<file path="src/rtl/ace_snoop_responder_if.sv">
// ace_snoop_responder_if
// Bundles the AC/CR/CD snoop channels, the cache lookup port and the line-state
// update port of the ACE snoop responder. Signal names keep the responder's
// point of view (_i = into the responder, _o = out of it).
// Modports:
//   master : the responder itself (ACE master side, receives snoops)
//   slave  : the environment (interconnect plus cache controller)
// Parameters: AddrWidth (AC address), DataWidth (CD beat), BeatsPerLine (beats per line).
interface ace_snoop_responder_if #(
    parameter int unsigned AddrWidth    = 64,
    parameter int unsigned DataWidth    = 64,
    parameter int unsigned BeatsPerLine = 4
) ();
    logic                              ac_valid_i;
    logic                              ac_ready_o;
    logic [AddrWidth-1:0]              ac_addr_i;
    logic [3:0]                        ac_snoop_i;
    logic                              cr_valid_o;
    logic                              cr_ready_i;
    logic [4:0]                        cr_resp_o;
    logic                              cd_valid_o;
    logic                              cd_ready_i;
    logic [DataWidth-1:0]              cd_data_o;
    logic                              cd_last_o;
    logic                              lookup_req_o;
    logic                              lookup_gnt_i;
    logic [AddrWidth-1:0]              lookup_addr_o;
    logic                              lookup_hit_i;
    logic                              lookup_dirty_i;
    logic                              lookup_shared_i;
    logic [DataWidth*BeatsPerLine-1:0] lookup_data_i;
    logic                              upd_valid_o;
    logic                              upd_inval_o;
    logic                              upd_clean_o;
    logic                              upd_shared_o;

    modport master (
        input  ac_valid_i, ac_addr_i, ac_snoop_i, cr_ready_i, cd_ready_i,
        input  lookup_gnt_i, lookup_hit_i, lookup_dirty_i, lookup_shared_i, lookup_data_i,
        output ac_ready_o, cr_valid_o, cr_resp_o, cd_valid_o, cd_data_o, cd_last_o,
        output lookup_req_o, lookup_addr_o,
        output upd_valid_o, upd_inval_o, upd_clean_o, upd_shared_o
    );

    modport slave (
        output ac_valid_i, ac_addr_i, ac_snoop_i, cr_ready_i, cd_ready_i,
        output lookup_gnt_i, lookup_hit_i, lookup_dirty_i, lookup_shared_i, lookup_data_i,
        input  ac_ready_o, cr_valid_o, cr_resp_o, cd_valid_o, cd_data_o, cd_last_o,
        input  lookup_req_o, lookup_addr_o,
        input  upd_valid_o, upd_inval_o, upd_clean_o, upd_shared_o
    );
endinterface

</file>
<file path="src/rtl/ace_snoop_responder.sv">
// ace_snoop_responder
// Master-side ACE snoop responder. Accepts one AC snoop at a time, looks the line
// up in the local cache, answers on CR (and CD when data is passed) and issues a
// one-cycle line-state update pulse back to the cache.
// Ports:
//   clk_i  : clock
//   rst_ni : asynchronous active-low reset
//   bus    : ace_snoop_responder_if.master (AC, CR, CD, lookup and update channels)
// Optional feature: define ACE_SNOOP_WAS_UNIQUE_EN to drive CR WasUnique from the
// lookup result; otherwise WasUnique is tied 0.
module ace_snoop_responder #(
    parameter int unsigned AddrWidth    = 64,
    parameter int unsigned DataWidth    = 64,
    parameter int unsigned BeatsPerLine = 4
) (
    input logic                   clk_i,
    input logic                   rst_ni,
    ace_snoop_responder_if.master bus
);
    localparam int unsigned LineWidth = DataWidth * BeatsPerLine;
    localparam int unsigned BeatW     = (BeatsPerLine > 1) ? $clog2(BeatsPerLine) : 1;
    localparam logic [BeatW-1:0] LastBeat = BeatW'(BeatsPerLine - 1);

    typedef enum logic [1:0] {StIdle, StLookup, StResp, StData} state_e;

    state_e               r_state, w_state_next;
    logic [AddrWidth-1:0] r_addr;
    logic [3:0]           r_snoop;
    logic [LineWidth-1:0] r_line;
    logic [4:0]           r_resp;
    logic                 r_dt;
    logic [BeatW-1:0]     r_beat;
    logic                 r_upd_valid, r_upd_inval, r_upd_clean, r_upd_shared;

    logic       w_ac_hs, w_gnt_hs, w_cd_hs;
    logic       w_dt, w_is, w_pd, w_inval, w_clean, w_shared, w_wu;
    logic [4:0] w_resp;

    function automatic logic snoop_supported(input logic [3:0] snoop);
        case (snoop)
            4'b0000, 4'b0001, 4'b0010, 4'b0011,
            4'b0111, 4'b1000, 4'b1001, 4'b1101: snoop_supported = 1'b1;
            default:                            snoop_supported = 1'b0;
        endcase
    endfunction

    assign w_ac_hs  = (r_state == StIdle) && bus.ac_valid_i;
    assign w_gnt_hs = (r_state == StLookup) && bus.lookup_gnt_i;
    assign w_cd_hs  = (r_state == StData) && bus.cd_ready_i;

    // Response and update actions for a hit, decoded from the registered snoop
    // and the grant-cycle line state.
    always_comb begin
        w_dt     = 1'b0;
        w_is     = 1'b0;
        w_pd     = 1'b0;
        w_inval  = 1'b0;
        w_clean  = 1'b0;
        w_shared = 1'b0;
        case (r_snoop)
            4'b0000: begin w_dt = 1'b1; w_is = 1'b1; end
            4'b0001, 4'b0011: begin
                w_dt     = 1'b1;
                w_is     = 1'b1;
                w_pd     = bus.lookup_dirty_i;
                w_shared = 1'b1;
                w_clean  = bus.lookup_dirty_i;
            end
            4'b0010: begin w_dt = 1'b1; w_is = 1'b1; w_shared = 1'b1; end
            4'b0111: begin w_dt = 1'b1; w_pd = bus.lookup_dirty_i; w_inval = 1'b1; end
            4'b1000: begin
                w_dt    = bus.lookup_dirty_i;
                w_pd    = bus.lookup_dirty_i;
                w_clean = bus.lookup_dirty_i;
            end
            4'b1001: begin
                w_dt    = bus.lookup_dirty_i;
                w_pd    = bus.lookup_dirty_i;
                w_inval = 1'b1;
            end
            4'b1101: w_inval = 1'b1;
            default: ;
        endcase
`ifdef ACE_SNOOP_WAS_UNIQUE_EN
        w_wu = bus.lookup_hit_i & ~bus.lookup_shared_i;
`else
        w_wu = 1'b0;
`endif
        // A miss answers all-zero and never touches the cache.
        w_resp = bus.lookup_hit_i ? {w_wu, w_is, w_pd, 1'b0, w_dt} : 5'b00000;
    end

    always_ff @(posedge clk_i or negedge rst_ni) begin
        if (!rst_ni) begin
            r_state <= StIdle;
        end else begin
            r_state <= w_state_next;
        end
    end

    always_comb begin
        w_state_next     = r_state;
        bus.ac_ready_o   = 1'b0;
        bus.lookup_req_o = 1'b0;
        bus.cr_valid_o   = 1'b0;
        bus.cd_valid_o   = 1'b0;
        bus.cd_last_o    = 1'b0;
        unique case (r_state)
            StIdle: begin
                bus.ac_ready_o = 1'b1;
                if (bus.ac_valid_i) begin
                    // Unsupported snoops skip the lookup and answer Error directly.
                    w_state_next = snoop_supported(bus.ac_snoop_i) ? StLookup : StResp;
                end
            end
            StLookup: begin
                bus.lookup_req_o = 1'b1;
                if (bus.lookup_gnt_i) w_state_next = StResp;
            end
            StResp: begin
                bus.cr_valid_o = 1'b1;
                if (bus.cr_ready_i) w_state_next = r_dt ? StData : StIdle;
            end
            StData: begin
                bus.cd_valid_o = 1'b1;
                bus.cd_last_o  = (r_beat == LastBeat);
                if (bus.cd_ready_i && (r_beat == LastBeat)) w_state_next = StIdle;
            end
            default: w_state_next = StIdle;
        endcase
    end

    always_ff @(posedge clk_i or negedge rst_ni) begin
        if (!rst_ni) begin
            r_addr       <= '0;
            r_snoop      <= '0;
            r_line       <= '0;
            r_resp       <= '0;
            r_dt         <= 1'b0;
            r_beat       <= '0;
            r_upd_valid  <= 1'b0;
            r_upd_inval  <= 1'b0;
            r_upd_clean  <= 1'b0;
            r_upd_shared <= 1'b0;
        end else begin
            // Update outputs are a single-cycle pulse following the grant.
            r_upd_valid  <= 1'b0;
            r_upd_inval  <= 1'b0;
            r_upd_clean  <= 1'b0;
            r_upd_shared <= 1'b0;
            if (w_ac_hs) begin
                r_addr  <= bus.ac_addr_i;
                r_snoop <= bus.ac_snoop_i;
                if (!snoop_supported(bus.ac_snoop_i)) begin
                    r_resp <= 5'b00010;
                    r_dt   <= 1'b0;
                end
            end
            if (w_gnt_hs) begin
                r_line       <= bus.lookup_data_i;
                r_resp       <= w_resp;
                r_dt         <= bus.lookup_hit_i & w_dt;
                r_upd_valid  <= bus.lookup_hit_i & (w_inval | w_clean | w_shared);
                r_upd_inval  <= bus.lookup_hit_i & w_inval;
                r_upd_clean  <= bus.lookup_hit_i & w_clean;
                r_upd_shared <= bus.lookup_hit_i & w_shared;
            end
            if (w_cd_hs) begin
                r_beat <= (r_beat == LastBeat) ? '0 : r_beat + 1'b1;
            end
        end
    end

    always_comb begin
        bus.cd_data_o = '0;
        for (int b = 0; b < int'(BeatsPerLine); b++) begin
            if (r_beat == BeatW'(b)) bus.cd_data_o = r_line[b*DataWidth +: DataWidth];
        end
    end

    assign bus.lookup_addr_o = r_addr;
    assign bus.cr_resp_o     = r_resp;
    assign bus.upd_valid_o   = r_upd_valid;
    assign bus.upd_inval_o   = r_upd_inval;
    assign bus.upd_clean_o   = r_upd_clean;
    assign bus.upd_shared_o  = r_upd_shared;
endmodule
</file>
<file path="src/flat_wrapper.sv">
// flat-port wrapper written by rule: the top's interface ports become plain ports
module ace_snoop_responder_flat 
#(
    parameter int unsigned AddrWidth    = 64,
    parameter int unsigned DataWidth    = 64,
    parameter int unsigned BeatsPerLine = 4
)
  (clk_i, rst_ni, bus_ac_valid_i, bus_ac_addr_i, bus_ac_snoop_i, bus_cr_ready_i, bus_cd_ready_i, bus_lookup_gnt_i, bus_lookup_hit_i, bus_lookup_dirty_i, bus_lookup_shared_i, bus_lookup_data_i, bus_ac_ready_o, bus_cr_valid_o, bus_cr_resp_o, bus_cd_valid_o, bus_cd_data_o, bus_cd_last_o, bus_lookup_req_o, bus_lookup_addr_o, bus_upd_valid_o, bus_upd_inval_o, bus_upd_clean_o, bus_upd_shared_o);
  ace_snoop_responder_if #(.AddrWidth(AddrWidth), .DataWidth(DataWidth), .BeatsPerLine(BeatsPerLine)) bus_i ();
  input logic clk_i;
  input logic rst_ni;
  input wire logic [$bits(bus_i.ac_valid_i)-1:0] bus_ac_valid_i;
  input wire logic [$bits(bus_i.ac_addr_i)-1:0] bus_ac_addr_i;
  input wire logic [$bits(bus_i.ac_snoop_i)-1:0] bus_ac_snoop_i;
  input wire logic [$bits(bus_i.cr_ready_i)-1:0] bus_cr_ready_i;
  input wire logic [$bits(bus_i.cd_ready_i)-1:0] bus_cd_ready_i;
  input wire logic [$bits(bus_i.lookup_gnt_i)-1:0] bus_lookup_gnt_i;
  input wire logic [$bits(bus_i.lookup_hit_i)-1:0] bus_lookup_hit_i;
  input wire logic [$bits(bus_i.lookup_dirty_i)-1:0] bus_lookup_dirty_i;
  input wire logic [$bits(bus_i.lookup_shared_i)-1:0] bus_lookup_shared_i;
  input wire logic [$bits(bus_i.lookup_data_i)-1:0] bus_lookup_data_i;
  output wire logic [$bits(bus_i.ac_ready_o)-1:0] bus_ac_ready_o;
  output wire logic [$bits(bus_i.cr_valid_o)-1:0] bus_cr_valid_o;
  output wire logic [$bits(bus_i.cr_resp_o)-1:0] bus_cr_resp_o;
  output wire logic [$bits(bus_i.cd_valid_o)-1:0] bus_cd_valid_o;
  output wire logic [$bits(bus_i.cd_data_o)-1:0] bus_cd_data_o;
  output wire logic [$bits(bus_i.cd_last_o)-1:0] bus_cd_last_o;
  output wire logic [$bits(bus_i.lookup_req_o)-1:0] bus_lookup_req_o;
  output wire logic [$bits(bus_i.lookup_addr_o)-1:0] bus_lookup_addr_o;
  output wire logic [$bits(bus_i.upd_valid_o)-1:0] bus_upd_valid_o;
  output wire logic [$bits(bus_i.upd_inval_o)-1:0] bus_upd_inval_o;
  output wire logic [$bits(bus_i.upd_clean_o)-1:0] bus_upd_clean_o;
  output wire logic [$bits(bus_i.upd_shared_o)-1:0] bus_upd_shared_o;
  assign bus_i.ac_valid_i = bus_ac_valid_i;
  assign bus_i.ac_addr_i = bus_ac_addr_i;
  assign bus_i.ac_snoop_i = bus_ac_snoop_i;
  assign bus_i.cr_ready_i = bus_cr_ready_i;
  assign bus_i.cd_ready_i = bus_cd_ready_i;
  assign bus_i.lookup_gnt_i = bus_lookup_gnt_i;
  assign bus_i.lookup_hit_i = bus_lookup_hit_i;
  assign bus_i.lookup_dirty_i = bus_lookup_dirty_i;
  assign bus_i.lookup_shared_i = bus_lookup_shared_i;
  assign bus_i.lookup_data_i = bus_lookup_data_i;
  assign bus_ac_ready_o = bus_i.ac_ready_o;
  assign bus_cr_valid_o = bus_i.cr_valid_o;
  assign bus_cr_resp_o = bus_i.cr_resp_o;
  assign bus_cd_valid_o = bus_i.cd_valid_o;
  assign bus_cd_data_o = bus_i.cd_data_o;
  assign bus_cd_last_o = bus_i.cd_last_o;
  assign bus_lookup_req_o = bus_i.lookup_req_o;
  assign bus_lookup_addr_o = bus_i.lookup_addr_o;
  assign bus_upd_valid_o = bus_i.upd_valid_o;
  assign bus_upd_inval_o = bus_i.upd_inval_o;
  assign bus_upd_clean_o = bus_i.upd_clean_o;
  assign bus_upd_shared_o = bus_i.upd_shared_o;
  ace_snoop_responder #(.AddrWidth(AddrWidth), .DataWidth(DataWidth), .BeatsPerLine(BeatsPerLine)) u_core (.clk_i(clk_i), .rst_ni(rst_ni), .bus(bus_i));
endmodule
</file>
<file path="config.mk">
export PLATFORM = sky130hd
export DESIGN_NAME = ace_snoop_responder_flat
export DESIGN_NICKNAME = d
export VERILOG_FILES = /design/src/rtl/ace_snoop_responder_if.sv /design/src/rtl/ace_snoop_responder.sv /design/src/flat_wrapper.sv
export SDC_FILE = /design/constraint.sdc
export NUM_CORES = 1
export LEC_CHECK = 0
export ABC_AREA = 1
export CORE_AREA = 2 2 186 188
export CTS_BUF_LIST = sky130_fd_sc_hd__clkbuf_8
export CTS_CLUSTER_DIAMETER = 80
export DETAILED_ROUTE_END_ITERATION = 8
export DIE_AREA = 0 0 188 190
export HOLD_SLACK_MARGIN = 0.08
export PLACE_DENSITY = 0.86
export SETUP_SLACK_MARGIN = 0.02
export SYNTH_ARGS = -nofsm -noshare
export SYNTH_HDL_FRONTEND = slang
export SYNTH_SLANG_ARGS = --single-unit
</file>
<file path="constraint.sdc">
create_clock -name clk_i -period 2.4 [get_ports clk_i]
set_input_delay 0.48 -clock clk_i [delete_from_list [all_inputs] [get_ports clk_i]]
set_output_delay 0.48 -clock clk_i [all_outputs]
set_load 0.01 [all_outputs]
</file>
# --- Yosys cells after proc, flatten, opt, wreduce, memory -nomap -nowiden ---
# Memories as Yosys holds them, arrays and structs flattened.
# Cells that the tools add are included.
# Widths: inputs -> output; s select.
totals:
  mem_count: 2
  regBits: 338
  rom_bits: 32
  out_inout_bits: 142
  wordCells: 93
mem_list:
  columns: ["name", "words", "width", "rd", "rd_ports_with_merged_regs", "write_ports", "line_no", "rtl"]
  rows:
  - ["(no name shown)", 16, 1, 1, 0, 0, "ace_snoop_responder.sv:40", "case (snoop)"]
  - ["(no name shown)", 16, 1, 1, 0, 0, "ace_snoop_responder.sv:40", null]
classes:
  n_reduce_logical: 17
  addsub: 1
  eq_ne: 18
  mux: 37
  n_bitwise: 7
ops:
  columns: ["operator", "n"]
  rows:
  - ["$mux 64", 4]
  - ["$mux 1", 20]
  - ["$mux 5", 3]
  - ["$mux 2", 7]
  - ["$eq 4x4->1 const B", 3]
  - ["$reduce_or 5->1", 2]
  - ["$reduce_or 3->1", 3]
  - ["$eq 2x2->1 const B", 4]
  - ["$eq 4x2->1 const B", 2]
  - ["$ne 2x2->1 const B", 4]
  - ["$pmux 2 s4", 1]
  - ["$and 1x1->1", 5]
  - ["$eq 2x1->1 const B", 2]
  - ["$eq 4x1->1 const B", 1]
  - ["$eq 4x3->1 const B", 1]
  - ["$logic_and 1x1->1", 4]
  - ["$logic_not 2->1", 2]
  - ["$logic_not 4->1", 1]
  - ["$mux 4", 1]
  - ["$reduce_and 4->1", 1]
  - ["$reduce_or 4->1", 1]
  - ["$add 2x1->2 const B", 1]
  - ["$ne 2x1->1 const B", 1]
  - ["$or 1x1->1", 2]
  - ["other kinds (4)", 4]

# --- Logic depth before layout (Yosys ltp) ---
# Gate-level depths: netlist (run 1).
logic_depth:
  word_depth: 7
  ltp_mapped: 9

# --- Worst setup path after synthesis (run 1) ---
# Ideal clock, no wire load.
synth_path:
  path_type: "reg2out"
  startpoint: "register u_core.r_beat[0]"
  endpoint: "output bus_cd_data_o[0]"
  slack_ns: 0.378
  required_time_ns: 1.920
  arrival_ns: 1.542
  path_stages_with_launch: 7
  path_buffers: 2
  cell_sequence: "dfrtp_1 > inv_1 > ha_1 > clkbuf_1 > buf_1 > a21oi_1 > a21oi_1"
synth_between:
  elab_chain_len: 5
  elab_cells_between_ends: 8
  classes_between: "eq/ne: 3; mux: 4; reduce/logical: 1"
synth_rtl:
  columns: ["item", "line_no", "rtl"]
  rows:
  - ["from (decl)", "ace_snoop_responder.sv:32", "logic [BeatW-1:0] r_beat;"]
  - ["from (signal assigned)", "ace_snoop_responder.sv:169", "r_beat <= (r_beat == LastBeat) ? '0 : r_beat + 1'b1;"]
  - ["$logic_not 2->1", "ace_snoop_responder.sv:177", "if (r_beat == BeatW'(b)) bus.cd_data_o = r_line[b*DataWidth +: DataWidth];"]
  - ["$mux 64 (3 in a row)", "ace_snoop_responder.sv:177", null]
  - ["$mux 64 *", "ace_snoop_responder.sv:177", null]
  - ["to (decl)", "flat_wrapper.sv:26", "output wire logic [$bits(bus_i.cd_data_o)-1:0] bus_cd_data_o;"]
# Every way passes the cells marked *; elsewhere a longest branch is shown, timed or not.

# --- Final worst setup path (run 1) ---
layout_path:
  startpoint: "register u_core.r_beat[1]"
  endpoint: "output bus_cd_data_o[3]"
# The elaborated chain is that of the path after synthesis.

==> results by group, run 1 <==
Timing
  • Maximum clock rate: roughly 360 MHz
  • Final period utilization: 115%
  • Clock skew: approximately 0.013 ns
  • Slew @ Worst Pin: 0.674 ns
  • Slew margin rel.: 55.0%
  • RSZ-0062 raised after global routing: true
  • Final Hold Viols: 0
  • Final worst path period need: 2.75 ns
  • Final setup fails: 64
  • Worst setup margin: -0.355 ns
  • Final Max Slew Viols: 0

Worst hold path
  • Worst Hold Class: in -> reg
  • Hold Path End: u_core.bus.lookup_addr_o[16]$_DFFE_PN0P_
  • Hold Crit Start: bus_ac_addr_i[16]
  • WHS Path Cells: 3

CTS
  • Worst-skew pair later-pin latency: 0.61 ns
  • CTS tree: yes
  • CTS max path bufs: 3
  • Root Driver: clkbuf_8
  • Num CTS Buffers: 57
  • Reg clk slew, reported paths: 0.07 ns
  • # H-tree levels: 2
  • CTS sink cnt: 336

Floorplanning
  • Number of core rows: slightly below 70
  • Die height: ~190 microns
  • Core footprint: 33900 sq um
  • Die area: 35700 sq um
  • # IOs: 475
  • Starting Density: between 40 and 50%
  • Die width: 188 microns

Placed design
  • Routability Congestion: between 0.9 and 1
  • Post-DP HPWL: roughly 35000 microns
  • Placed Cells: 2858
  • Port Buffers: around 470

Worst setup path
  • CP Launch Type: flop
  • CP max FO: 28
  • CP max-delay cell: dfrtp_1
  • Crit-path max cell delay: 0.39 ns
  • Crit Path Category: reg -> out
  • Reg-to-reg critical path endpoint: u_core.r_line[121]$_DFFE_PN0P_
  • WP data arrival: ~2.3 ns
  • CP Data Required Time: 1.92 ns
  • Worst path cell trace: inv_2 -> buf_6 -> ha_4 -> buf_12 -> buf_6 -> nand2_1 -> o21ai_2 -> nand2_2 -> a21oi_2 -> buf_2
  • Critical Path Most Common Cell: buf_6
  • R2R Path Start: u_core.r_state[1]$_DFFE_PN0P_
  • R2R setup slack: about 0.56 ns
  • CP endpoint kind: primary output
  • Worst R2R Path Depth: 7

Final layout
  • Share of layout cells above drive strength 1: 15.5%
  • Core Util, Final: 67.1%
  • Commonest non-fill, non-tap cell in the layout: nand2_1
  • Commonest non-fill, non-tap cells in the layout: nand2_1, clkdlybuf4s50_1, dfrtp_1
  • Multi-input gate area: 6330 sq um
  • Seq. cell area: ~8400 sq um
  • Layout Cells excl Fill: 2999
  • Area delta synth->final: 51.7%
  • Number of fill cells in the layout: ~2.5k
  • Fin nets: 2833

Detailed routing
  • Total number of vias: 15.6k
  • DRT Wirelength: 55200 microns
  • Avg WL per Cell: 18.4 microns
  • Antenna viol nets, final: 0
  • Starting DRT DRC Count: 1266
  • DRC viols: 0
  • Drt pass-1 iters: 7
  • Routed vias/inst: 5.22

Yosys
  • Net count after synthesis: 2303
  • Unique masters post-synth: 17
  • Register area share after synthesis: 56.0%
  • Yosys warns: 0
  • Post-Syn Area: 15000 sq um
  • Syn avg cell area: 7.63 sq um
  • Seq cells post-synth: 336
  • Syn Inst Count: 1966

Run status
  • Status: finished, violations left
  • Failing checks: setup timing

Pwr
  • IR Drop Worst-Case VDD: 821 uV
  • Power per standard cell area: between 1000 and 1500 nW/um^2
  • LEAKAGE: 11.4 nW

GRT
  • Total GRT Usage: 30.3%
  • Vias in the first global route: around 16k
  • GR Overflow Total: 0
  • First-pass GRT wire length: 84800 microns
  • Largest net degree at the start of global routing: approximately 110
  • Initial antenna violation count: 6

Flow run
  • Max-cap check violation count: 0
-- worst max-delay path: cells and delay by family (launching register included) --
kind	cells	cell delay (ns)
buffers and inverters	5	0.73
AOI/OAI and AO/OA	2	0.23
DFF	1	0.39
adders and majority gates	1	0.15
and+or+nand+nor	2	0.15
-- sequential cells by signal, summed over array words and instances (netlist names) --
signal                    count
u_core.bus.lookup_addr_o     64
u_core.r_snoop                4
u_core.bus.cr_resp_o          4
u_core.r_beat                 2
u_core.bus.upd_inval_o        1
u_core.bus.upd_shared_o       1
u_core.bus.upd_valid_o        1
u_core.bus.upd_clean_o        1
u_core.r_line               256
u_core.r_state                2
-- how the worst max path moves through the flow --
stage	slack (ns)	cells past startpoint	startpoint	to
2_1_floorplan	0.38	6	u_core.r_beat[0]$_DFFE_PN0P_	bus_cd_data_o[0]
3_3_place_gp	-0.19	9	u_core.r_beat[1]$_DFFE_PN0P_	bus_cd_data_o[63]
3_5_place_dp	-0.22	9	u_core.r_beat[1]$_DFFE_PN0P_	bus_cd_data_o[63]
4_1_cts	-0.41	10	u_core.r_beat[1]$_DFFE_PN0P_	bus_cd_data_o[3]
5_1_grt	-0.44	10	u_core.r_beat[1]$_DFFE_PN0P_	bus_cd_data_o[57]
6_report	-0.35	10	u_core.r_beat[1]$_DFFE_PN0P_	bus_cd_data_o[3]
-- layer usage --
layer  track usage, %  wire, microns  vias up
met1             35.8          20200     7495
met5                0              0        -
met2             51.2          27000      853
met3             6.86           5010      184
met4             16.6           2950        0
li1                 -              -     7116
-- power by group --
group	total, mW	switching [mW]	internal (mW)
sequential	9.96	1.65	8.32
combinational	15.0	8.18	6.80
clock	5.67	2.44	3.23
total	30.6	12.3	18.3
-- synth_stat cells (all sizes together) --
cell type / number / area, sq um
nand3: 10 / 50.1
clkbuf: 38 / 143
o21ai: 72 / 360
buf: 83 / 463
ha: 4 / 50.1
nor2: 74 / 285
nor3: 1 / 16.3
conb: 1 / 3.75
nand3b: 2 / 15.0
dfrtp: 336 / 8410
a21oi: 129 / 646
nand2: 1193 / 4480
inv: 23 / 86.3
-- repair_timing --
item,in CTS,in global routing
endpoints found under the setup margin,69,64
hold endpoints to repair,57,0
resized for setup,443,60
pin swaps,55,32
hold buffers,1,0
buffers inserted,20,7
gates cloned,10,1
-- cell type report --
class | instances | area share, %
inverters | 23 | 0.478
multi-input cells | 1486 | 27.8
repair buffers | 592 | 26.7
clock inverters | 22 | 0.764
flip-flops and latches | 336 | 36.9
well taps | 455 | 2.50
clock buffers | 79 | 4.78
diodes | 6 | 0.0659
-- logic make-up (layout without fill, tap and decap cells) --
group / Yosys count / in the layout / share of synthesized area [%]
AOI/OAI and AO/OA: 201 / 201 / 6.70
other: 1 / 7 / 0.0250
and+or+nand+nor: 1280 / 1280 / 32.3
adders and majority gates: 4 / 4 / 0.334
buffers and inverters: 144 / 716 / 4.61
DFF: 336 / 336 / 56.0
-- metrics by stage --
stage,hold slack [ns],setup slack [ns],power [mW],setup TNS (ns),cell area [sq um]
floorplan,0.184,0.378,16.0,0,15000
finish,0.407,-0.355,30.6,-17.53,22800
detailed placement,0.459,-0.223,23.2,-7.75,20700
CTS,0.372,-0.413,30.2,-20.76,22600
global placement,0.453,-0.187,22.7,-5.89,20700
global route,0.402,-0.445,32.5,-24.10,22800
Note: power is estimated with default switching activity, not from simulation.
==> run 2: changes to the inputs <==
Settings changed: HOLD_SLACK_MARGIN 0.08 to not set.
==> results of run 2 <==
Same layout as run 1: the final DEF is identical, and so are final timing and power.
